File: src/rtl/penta_root_dispatch.sv
// ---------------------------------------------------------------------------
// penta_root_dispatch
//
// Sits in front of and behind the N-slot MinRoot 5th-root engine. Tagged
// operands arrive on one valid/ready stream. Each operand is started on the
// lowest-index free engine slot with a one-cycle pulse. Results are captured
// on the slot's done pulse and leave through a small result FIFO. The FIFO is
// credit-protected: a job is only accepted when the FIFO is guaranteed to
// have room for its result, so the engine is never stalled.
//
// Ports
//   clk_i, rst_ni          clock, asynchronous active-low reset
//   in_valid_i/in_ready_o  operand handshake (ready does not look at valid)
//   in_x_i, in_tag_i       operand and its tag
//   out_valid_o/out_ready_i result handshake (FIFO head, registered)
//   out_x_o, out_tag_o     head result and its tag
//   eng_start_o            per-slot start pulse, at most one bit set
//   eng_x_o                per-slot operand (all slots carry in_x_i)
//   eng_x_i, eng_done_i    per-slot result and done pulse from the engine
//   eng_sync_i             engine sync; gates starts when SYNC=1
//   outstanding_o          number of busy slots
//   err_o                  sticky protocol error
// ---------------------------------------------------------------------------
module penta_root_dispatch #(
    parameter int N         = 1,
    parameter int SYNC      = 0,
    parameter int TAG_W     = 8,
    parameter int OUT_DEPTH = 4,
    parameter int X_W       = 32
) (
    input  logic                   clk_i,
    input  logic                   rst_ni,
    input  logic                   in_valid_i,
    output logic                   in_ready_o,
    input  logic [X_W-1:0]         in_x_i,
    input  logic [TAG_W-1:0]       in_tag_i,
    output logic                   out_valid_o,
    input  logic                   out_ready_i,
    output logic [X_W-1:0]         out_x_o,
    output logic [TAG_W-1:0]       out_tag_o,
    output logic [N-1:0]           eng_start_o,
    output logic [N-1:0][X_W-1:0]  eng_x_o,
    input  logic [N-1:0][X_W-1:0]  eng_x_i,
    input  logic [N-1:0]           eng_done_i,
    input  logic                   eng_sync_i,
    output logic [$clog2(N+1)-1:0] outstanding_o,
    output logic                   err_o
);

    localparam int OCNT_W = $clog2(N + 1);
    localparam int SEL_W  = (N > 1) ? $clog2(N) : 1;
    localparam int PTR_W  = (OUT_DEPTH > 1) ? $clog2(OUT_DEPTH) : 1;
    localparam int CNT_W  = $clog2(OUT_DEPTH + 1);

    // Slot tracking
    logic [N-1:0]             r_busy;
    logic [N-1:0][TAG_W-1:0]  r_tag;

    // Result FIFO
    logic [X_W-1:0]           r_mem_x   [OUT_DEPTH];
    logic [TAG_W-1:0]         r_mem_tag [OUT_DEPTH];
    logic [PTR_W-1:0]         r_wptr;
    logic [PTR_W-1:0]         r_rptr;
    logic [CNT_W-1:0]         r_count;

    logic                     r_err;

    logic [N-1:0]             w_free;
    logic [N-1:0]             w_start;
    logic                     w_any_free;
    logic [SEL_W-1:0]         w_sel;
    logic [OCNT_W-1:0]        w_outstanding;
    logic [OCNT_W-1:0]        w_done_cnt;
    logic                     w_done_any;
    logic [SEL_W-1:0]         w_done_idx;
    logic                     w_multi_done;
    logic                     w_idle_done;
    logic                     w_credit_ok;
    logic                     w_sync_ok;
    logic                     w_ready;
    logic                     w_fire;
    logic                     w_full;
    logic                     w_push;
    logic                     w_push_ok;
    logic                     w_pop;
    logic [PTR_W-1:0]         w_wptr_nxt;
    logic [PTR_W-1:0]         w_rptr_nxt;

    // -----------------------------------------------------------------------
    // Slot scan: a slot finishing this cycle counts as free so it can be
    // restarted in its own done cycle. The downward loop leaves the lowest
    // index in w_sel / w_done_idx.
    // -----------------------------------------------------------------------
    always_comb begin
        w_free        = ~r_busy | eng_done_i;
        w_any_free    = 1'b0;
        w_sel         = '0;
        w_done_any    = 1'b0;
        w_done_idx    = '0;
        w_outstanding = '0;
        w_done_cnt    = '0;
        for (int k = N - 1; k >= 0; k--) begin
            if (w_free[k]) begin
                w_any_free = 1'b1;
                w_sel      = SEL_W'(k);
            end
            if (eng_done_i[k]) begin
                w_done_any = 1'b1;
                w_done_idx = SEL_W'(k);
            end
        end
        for (int k = 0; k < N; k++) begin
            w_outstanding = w_outstanding + OCNT_W'(r_busy[k]);
            w_done_cnt    = w_done_cnt + OCNT_W'(eng_done_i[k]);
        end
    end

    // A done moves a job from outstanding into the FIFO, leaving the sum
    // unchanged, and a pop only frees credit once r_count has dropped, so
    // the sum of registered values is exactly the reserved result space.
    assign w_credit_ok = (32'(w_outstanding) + 32'(r_count)) < 32'(OUT_DEPTH);
    assign w_sync_ok   = (SYNC == 0) || eng_sync_i;
    assign w_ready     = w_any_free & w_credit_ok & w_sync_ok;
    assign w_fire      = in_valid_i & w_ready;
    assign w_start     = w_fire ? (N'(1) << w_sel) : '0;

    always_comb begin
        for (int k = 0; k < N; k++) begin
            eng_x_o[k] = in_x_i;
        end
    end

    // Protocol checks feeding the sticky error
    assign w_multi_done = (w_done_cnt > OCNT_W'(1));
    assign w_idle_done  = |(eng_done_i & ~r_busy);

    // -----------------------------------------------------------------------
    // FIFO control. Fullness is judged on the registered count, so a push
    // into a full FIFO is dropped and flagged even if a pop happens too.
    // -----------------------------------------------------------------------
    assign w_full     = (r_count == CNT_W'(OUT_DEPTH));
    assign w_push     = w_done_any;
    assign w_push_ok  = w_push & ~w_full;
    assign w_pop      = (r_count != '0) & out_ready_i;
    assign w_wptr_nxt = (r_wptr == PTR_W'(OUT_DEPTH - 1)) ? '0 : r_wptr + 1'b1;
    assign w_rptr_nxt = (r_rptr == PTR_W'(OUT_DEPTH - 1)) ? '0 : r_rptr + 1'b1;

    // FIFO storage needs no reset; only entries below r_count are ever read.
    always_ff @(posedge clk_i) begin
        if (w_push_ok) begin
            r_mem_x[r_wptr]   <= eng_x_i[w_done_idx];
            r_mem_tag[r_wptr] <= r_tag[w_done_idx];
        end
    end

    always_ff @(posedge clk_i or negedge rst_ni) begin
        if (!rst_ni) begin
            r_busy  <= '0;
            r_tag   <= '0;
            r_wptr  <= '0;
            r_rptr  <= '0;
            r_count <= '0;
            r_err   <= 1'b0;
        end else begin
            // A restart in the done cycle wins over the clear.
            for (int k = 0; k < N; k++) begin
                if (w_start[k]) begin
                    r_busy[k] <= 1'b1;
                    r_tag[k]  <= in_tag_i;
                end else if (eng_done_i[k]) begin
                    r_busy[k] <= 1'b0;
                end
            end

            if (w_push_ok) begin
                r_wptr <= w_wptr_nxt;
            end
            if (w_pop) begin
                r_rptr <= w_rptr_nxt;
            end
            case ({w_push_ok, w_pop})
                2'b10:   r_count <= r_count + 1'b1;
                2'b01:   r_count <= r_count - 1'b1;
                default: r_count <= r_count;
            endcase

            if (w_multi_done || w_idle_done || (w_push && w_full)) begin
                r_err <= 1'b1;
            end
        end
    end

    assign in_ready_o    = w_ready;
    assign eng_start_o   = w_start;
    assign out_valid_o   = (r_count != '0);
    assign out_x_o       = r_mem_x[r_rptr];
    assign out_tag_o     = r_mem_tag[r_rptr];
    assign outstanding_o = w_outstanding;
    assign err_o         = r_err;

endmodule

File: config.mk
export PLATFORM = sky130hd
export DESIGN_NAME = penta_root_dispatch
export DESIGN_NICKNAME = d
export VERILOG_FILES = /design/src/rtl/penta_root_dispatch.sv
export SDC_FILE = /design/constraint.sdc
export NUM_CORES = 1
export LEC_CHECK = 0
export BUFFER_PORTS_ARGS = -buffer_cell sky130_fd_sc_hd__buf_2
export CAP_MARGIN = 20
export CORE_MARGIN = 10
export CORE_UTILIZATION = 48
export DETAILED_ROUTE_END_ITERATION = 12
export PLACE_DENSITY = 0.85
export REMOVE_ABC_BUFFERS = 1
export SYNTH_ARGS = -nofsm -noshare
export SYNTH_HDL_FRONTEND = slang
export SYNTH_SLANG_ARGS = --single-unit
File: constraint.sdc
create_clock -name clk_i -period 2.1 [get_ports clk_i]
set_clock_uncertainty 0.1 [all_clocks]
set_input_delay 0.525 -clock clk_i [delete_from_list [all_inputs] [get_ports clk_i]]
set_output_delay 0.525 -clock clk_i [all_outputs]
set_load 0.005 [all_outputs]
==> results.json, run 1 <==
{
  "status": "finished with violations",
  "violations": "setup timing",
  "syn_area_um2": 6850,
  "ioPinCount": 155,
  "cts-root-buf": "clkbuf_16",
  "dp_hpwl_um": 8840,
  "wl_per_cell_um": 23.0,
  "slowest_delay_ns": 0.54,
  "grt_pass1_wl_um": 20900,
  "drcViolationCount": 0,
  "synth_area_leader_cell": "edfxtp_1",
  "std_cell_rows": 43,
  "cap_viol_max_count": 0,
  "cts_sinks": 177,
  "synth_cell_types": 26,
  "viasPerCell": 5.33,
  "synthCells": 308,
  "finalSetupViolCount": 42,
  "place.gp.congestion": 0.702,
  "crit_path_start_kind": "register",
  "port_buffers": 89,
  "slowest_stage": "mux4_2",
  "dr.first_iter.drc_count": 226,
  "vias": 3159,
  "synthTopCellsByArea": "edfxtp_1 (70%), mux4_2 (13%), dfrtp_1 (6.2%), buf_4 (3.5%), mux2_2 (1.6%)",
  "wirelength_um": 13600,
  "fin_crit_sh_pct": 114,
  "vdd_drop_max_v": 0.000864,
  "fmax_ghz": 0.416,
  "rsz0062_at_grt": "true",
  "ys_ff_latch": 177,
  "min_path_cells": 1,
  "grt_pass1_vias": 3547,
  "instances_no_fill": 593,
  "die_w_um": 139,
  "insertion_delay_ns": 0.42,
  "n_antenna_cell": 0,
  "place_inst": 556,
  "firstDrtPassIters": 4,
  "worst_pin_slew_ns": 0.431,
  "cp_cell_sequence": "buf_12 -> mux4_2 -> buf_2",
  "overflow": 0,
  "cts_tree": "built",
  "crit_type": "reg2out",
  "antenna_found_initial": 1,
  "setup_ws_ns": -0.301,
  "worstPathRequired_ns": 1.47,
  "die_area_um2": 19500,
  "path_clk_slew_ns": 0.06,
  "h-tree-depth": 4,
  "synth_top_area_share_pct": 70.1,
  "fp.dieH_um": 139,
  "grt_use_total_pct": 14.2,
  "synth.avg_cell_area_um2": 22.2,
  "ys_seq_area_share_pct": 76.3,
  "fin_nets": 485,
  "ff2ff_path_depth": 9,
  "slew_headroom_pct": 71.3,
  "syn_to_final_growth_pct": 18.9,
  "grt_max_degree": 28,
  "path_max_fanout": 17,
  "power_mw": 11.7,
  "coreArea_um2": 13900,
  "initial_utilization_pct": 49.2,
  "setup.worst_path.end_class": "primary output",
  "p_leak_nw": 2.94,
  "ant_nets": 0,
  "finalCriticalPeriod_ns": 2.40,
  "worstHoldPathType": "in2reg",
  "power-per-cell-area_nw_per_um2": 1440,
  "critPathArrivalTime_ns": 1.78,
  "hold_viol_final": 0,
  "layout-drive-gt1-share_pct": 52.3,
  "ys_warn_count": 0,
  "drv_slew": 0,
  "clk_path_buf_depth": 2,
  "cts_buffers": 17
}
state kept, by name, indices dropped and copies added, names as in the netlist:
register   count
r_rptr         2
r_mem_tag     32
err_o          1
r_mem_x      128
r_tag          8
r_count        3
r_busy         1
r_wptr         2
worst max-delay path: cells and delay by family, from the launching register on:
family | cells | cell delay, ns
buf+inv | 2 | 0.35
mux | 1 | 0.54
flops | 1 | 0.47
per-stage QoR:
step	util [%]	TNS, ns	area (um2)	hold WS, ns	setup slack, ns
detailed placement	53.5	-0.128	7450	0.355	-0.128
floorplan	-	-37.10	6570	0.129	-0.899
finish	58.5	-10.27	8150	0.222	-0.301
CTS	58.1	-12.00	8100	0.204	-0.344
global placement	53.5	-0.0177	7450	0.338	-0.0177
global route	58.5	-13.54	8150	0.208	-0.381
layout by cell type, fill, tap and decap left out, types with 3 or more instances in the layout:
| cell | netlist | routed |
|---|---|---|
| buf_6 | 0 | 6 |
| dfrtp_1 | 17 | 15 |
| buf_2 | 6 | 85 |
| clkbuf_16 | 0 | 17 |
| mux4_2 | 40 | 40 |
| mux2_2 | 10 | 10 |
| inv_1 | 8 | 6 |
| ha_1 | 6 | 5 |
| clkinv_4 | 0 | 4 |
| buf_4 | 32 | 19 |
| and3_2 | 4 | 4 |
| clkbuf_8 | 0 | 4 |
| buf_12 | 0 | 4 |
| edfxtp_1 | 160 | 160 |
| nor2_1 | 3 | 3 |
final timing paths:
kind	start	end	slack [ns]
hold / removal	eng_x_i[25]	r_mem_x[0][25]$_DFFE_PP_	0.22
setup reg to reg	r_count[0]$_DFFE_PN0P_	r_count[2]$_DFFE_PN0P_	-0.10
setup / recovery	r_rptr[0]$_DFFE_PN0P_	out_tag_o[4]	-0.30
hold reg to reg	err_o$_DFFE_PN0P_	err_o$_DFFE_PN0P_	0.37
min in group asynchronous	rst_ni	r_tag[3]$_DFFE_PN0P_	0.46
max in group asynchronous	rst_ni	r_rptr[0]$_DFFE_PN0P_	1.10
Yosys cell counts (all sizes together):
cell and instances:
or3 1, and3 4, buf 40, mux2 12, nand2b 1, xor2 2, or3b 1, mux2i 1
nand2 2, edfxtp 160, fa 1, clkbuf 2, inv 8, a21o 2, a21bo 1, nor2 3
xnor2 1, and2 1, ha 6, mux4 40, a21oi 2, dfrtp 17
power by group:
group          total, mW  switching, mW  internal (mW)
Combinational       3.56           1.66           1.90
Clock               3.02           1.26           1.77
Sequential          5.15          0.323           4.83
Total               11.7           3.24           8.50
layout make-up:
class / instances / area (um2)
fill: 987 / 5790
timing repair buffer: 115 / 726
clock buffer: 21 / 480
inverter: 8 / 32.5
multi-input combinational: 81 / 1340
sequential: 177 / 5240
clock inverter: 11 / 104
tap: 180 / 225
routing by layer:
metal / up-vias / global-route usage, % / wire length (um)
met1: 1626 / 17.9 / 5880
met5: - / 0.524 / 7
met2: 118 / 20.8 / 6430
li1: 1396 / - / -
met4: 2 / 5.27 / 177
met3: 17 / 6.87 / 1150
logic make-up (layout without fill, tap and decap cells):
kind of cell	Yosys count	in the layout	share of synthesized area, %
muxes	53	53	15.4
and+or+nand+nor	13	13	1.19
xor gates and xnor gates	3	3	0.384
adders and majority gates	7	7	1.39
buffers and inverters	50	155	4.60
AOI/OAI and AO/OA	5	5	0.712
DFF	177	177	76.3
timing repair:
action	4_1_cts	5_1_grt
hold buffers	1	0
buffers inserted	2	2
setup endpoints to repair	44	45
gates resized for setup	10	7
pin swaps	9	9
endpoints found under the hold margin	17	0
(Power assumes the default switching activity.)
==> run 2, diff against run 1 <==
==> constraint.sdc (replaced) <==
create_clock -name clk_i -period 2.1 [get_ports clk_i]
set_clock_uncertainty 0.1 [all_clocks]
set_input_delay 0.105 -clock clk_i [delete_from_list [all_inputs] [get_ports clk_i]]
set_output_delay 0.105 -clock clk_i [all_outputs]
set_load 0.005 [all_outputs]
==> results.json, run 2 (synthesis gave the netlist of run 1 again) <==
{
  "status": "finished, final reports clean",
  "viasPerCell": 5.22,
  "layout_common_cells": "edfxtp_1 (160), buf_2 (89), dlygate4sd3_1 (43), mux4_2 (40)",
  "p_seq_share_pct": 44.1,
  "crit_type": "reg2reg",
  "clk_path_buf_depth": 2,
  "fin_nets": 526,
  "finalSetupViolCount": 0,
  "cp_cell_sequence": "or3b_4 -> and2_4 -> inv_2 -> ha_4 -> inv_2 -> fa_2 -> xor2_1 -> nor2_1 -> xor2_1",
  "cts-root-buf": "clkbuf_16",
  "r2r_setup_slack_ns": 0.02,
  "worst_pin_slew_ns": 0.459,
  "crit_path_start_kind": "register",
  "std_cell_rows": 43,
  "timing.rr.end": "r_count[2]$_DFFE_PN0P_",
  "wl_per_cell_um": 22.1,
  "coreArea_um2": 13900,
  "power_mw": 11.8,
  "n_antenna_cell": 0,
  "place.gp.congestion": 0.743,
  "slew_headroom_pct": 69.4,
  "n_fill_cell": 952,
  "initial_utilization_pct": 49.2,
  "grt_max_degree": 29,
  "layout-drive-gt1-share_pct": 47.4,
  "netSwitchingPower_mw": 3.28,
  "largest_register": "r_mem_x",
  "whs_ns": 0.0235,
  "cts_tree": "built",
  "place_ws_ns": -0.0798,
  "antenna_found_initial": 1,
  "path_max_fanout": 2,
  "hold_viol_final": 0,
  "p_int_mw": 8.50,
  "r2r_start": "r_count[1]$_DFFE_PN0P_",
  "grt_use_total_pct": 14.6,
  "grt_pass1_vias": 3806,
  "cts_buffers": 17,
  "ioPinCount": 155,
  "fp.dieH_um": 139,
  "place_inst": 555,
  "ant_nets": 0,
  "place_area_um2": 7440,
  "insertion_delay_ns": 0.42,
  "drcViolationCount": 0,
  "finalCriticalPeriod_ns": 2.08,
  "setup.worst_path.end_class": "register",
  "final.setup.tns_ns": 0,
  "vdd_drop_max_v": 0.000697,
  "die_area_um2": 19500,
  "dr.first_iter.drc_count": 207,
  "instances_no_fill": 634,
  "drv_slew": 0,
  "final_area_um2": 8530,
  "fin_crit_sh_pct": 98.9,
  "slowest_stage": "or3b_4",
  "vias": 3310,
  "overflow": 0,
  "cts_sinks": 177,
  "top_regs": "r_mem_x x128, r_mem_tag x32, r_tag x8",
  "worstPathRequired_ns": 2.35,
  "netSwitchingFraction_pct": 27.9,
  "largest_reg_flops": 128,
  "wirelength_um": 14000,
  "port_buffers": 89,
  "dp_hpwl_um": 9110,
  "fmax_ghz": 0.482,
  "slowest_delay_ns": 0.40,
  "worstHoldPathType": "in2async",
  "firstDrtPassIters": 4,
  "die_w_um": 139,
  "critPathArrivalTime_ns": 2.33,
  "path_clk_slew_ns": 0.07,
  "power-per-cell-area_nw_per_um2": 1380,
  "utilization_pct": 61.2,
  "ff2ff_path_depth": 9,
  "grt_pass1_wl_um": 21600,
  "rsz0062_at_grt": "true",
  "p_leak_nw": 3.10,
  "clock_power_share_pct": 25.9,
  "p_comb_share_pct": 30.0,
  "final_common_cell": "edfxtp_1",
  "h-tree-depth": 4,
  "syn_to_final_growth_pct": 24.5,
  "setup_ws_ns": 0.0236,
  "cap_viol_max_count": 0
}
==> run 2: cell count changes in the layout (fill, tap and decap cells not counted), sizes merged <==
| cell | previous run | this run |
|---|---|---|
| clkinv | 7 | 6 |
| dlygate4sd3 | 1 | 43 |
| clkbuf | 21 | 19 |
| clkinvlp | 1 | 2 |
| inv | 10 | 12 |
| buf | 114 | 113 |
==> run 2: critical path: cells and delay by family (launching register included) <==
kind	cells	cell delay, ns
and+or+nand+nor	3	0.66
adders and majority gates	2	0.46
DFF	1	0.39
xor gates and xnor gates	2	0.30
buffers and inverters	2	0.10
==> run 2: how the worst max path moves through the flow <==
stage | startpoint | endpoint | slack, ns | cells after the start
floorplan | r_rptr[0]$_DFFE_PN0P_ | r_rptr[0]$_DFFE_PN0P_ | -0.53 | 3
global placement | r_count[0]$_DFFE_PN0P_ | r_count[2]$_DFFE_PN0P_ | -0.02 | 9
detailed placement | r_count[0]$_DFFE_PN0P_ | r_count[2]$_DFFE_PN0P_ | -0.08 | 9
CTS | r_count[0]$_DFFE_PN0P_ | r_count[2]$_DFFE_PN0P_ | -0.05 | 9
global route | r_count[1]$_DFFE_PN0P_ | r_count[2]$_DFFE_PN0P_ | -0.03 | 9
finish | r_count[1]$_DFFE_PN0P_ | r_count[2]$_DFFE_PN0P_ | 0.02 | 9
==> run 2: area by class of cell <==
class	count	area (um2)	area share, %
Clock buffer	19	464	5.44
Clock inverter	13	125	1.47
Inverter	8	30.0	0.352
Multi-Input combinational cell	81	1330	15.6
Sequential cell	177	5240	61.4
Tap cell	180	225	2.64
Timing Repair Buffer	156	1120	13.2
==> run 2: timing repair <==
action | CTS | global route
setup buffers | 1 | 3
hold endpoints to repair | 156 | 0
pin swaps | 3 | 5
gates resized for setup | 6 | 4
setup endpoints to repair | 33 | 3
hold buffers | 43 | 0
==> run 2: power by group through the flow <==
stage	logic (mW)	registers, mW	clock network [mW]
finish	3.53	5.20	3.06
global route	3.85	5.28	3.26
CTS	3.52	5.26	3.13
detailed placement	3.32	5.36	0
global placement	3.25	5.28	0
floorplan	1.73	5.36	0
==> run 2: layer usage <==
| layer | vias to the layer above | routed length [um] | part of all wire, % | GRT usage [%] |
|---|---|---|---|---|
| met5 | - | 13 | 0.093 | 0.524 |
| met4 | 2 | 169 | 1.2 | 5.11 |
| met3 | 17 | 1020 | 7.3 | 6.74 |
| met2 | 115 | 6860 | 49 | 22.5 |
| met1 | 1703 | 5920 | 42 | 17.6 |
| li1 | 1473 | - | - | - |
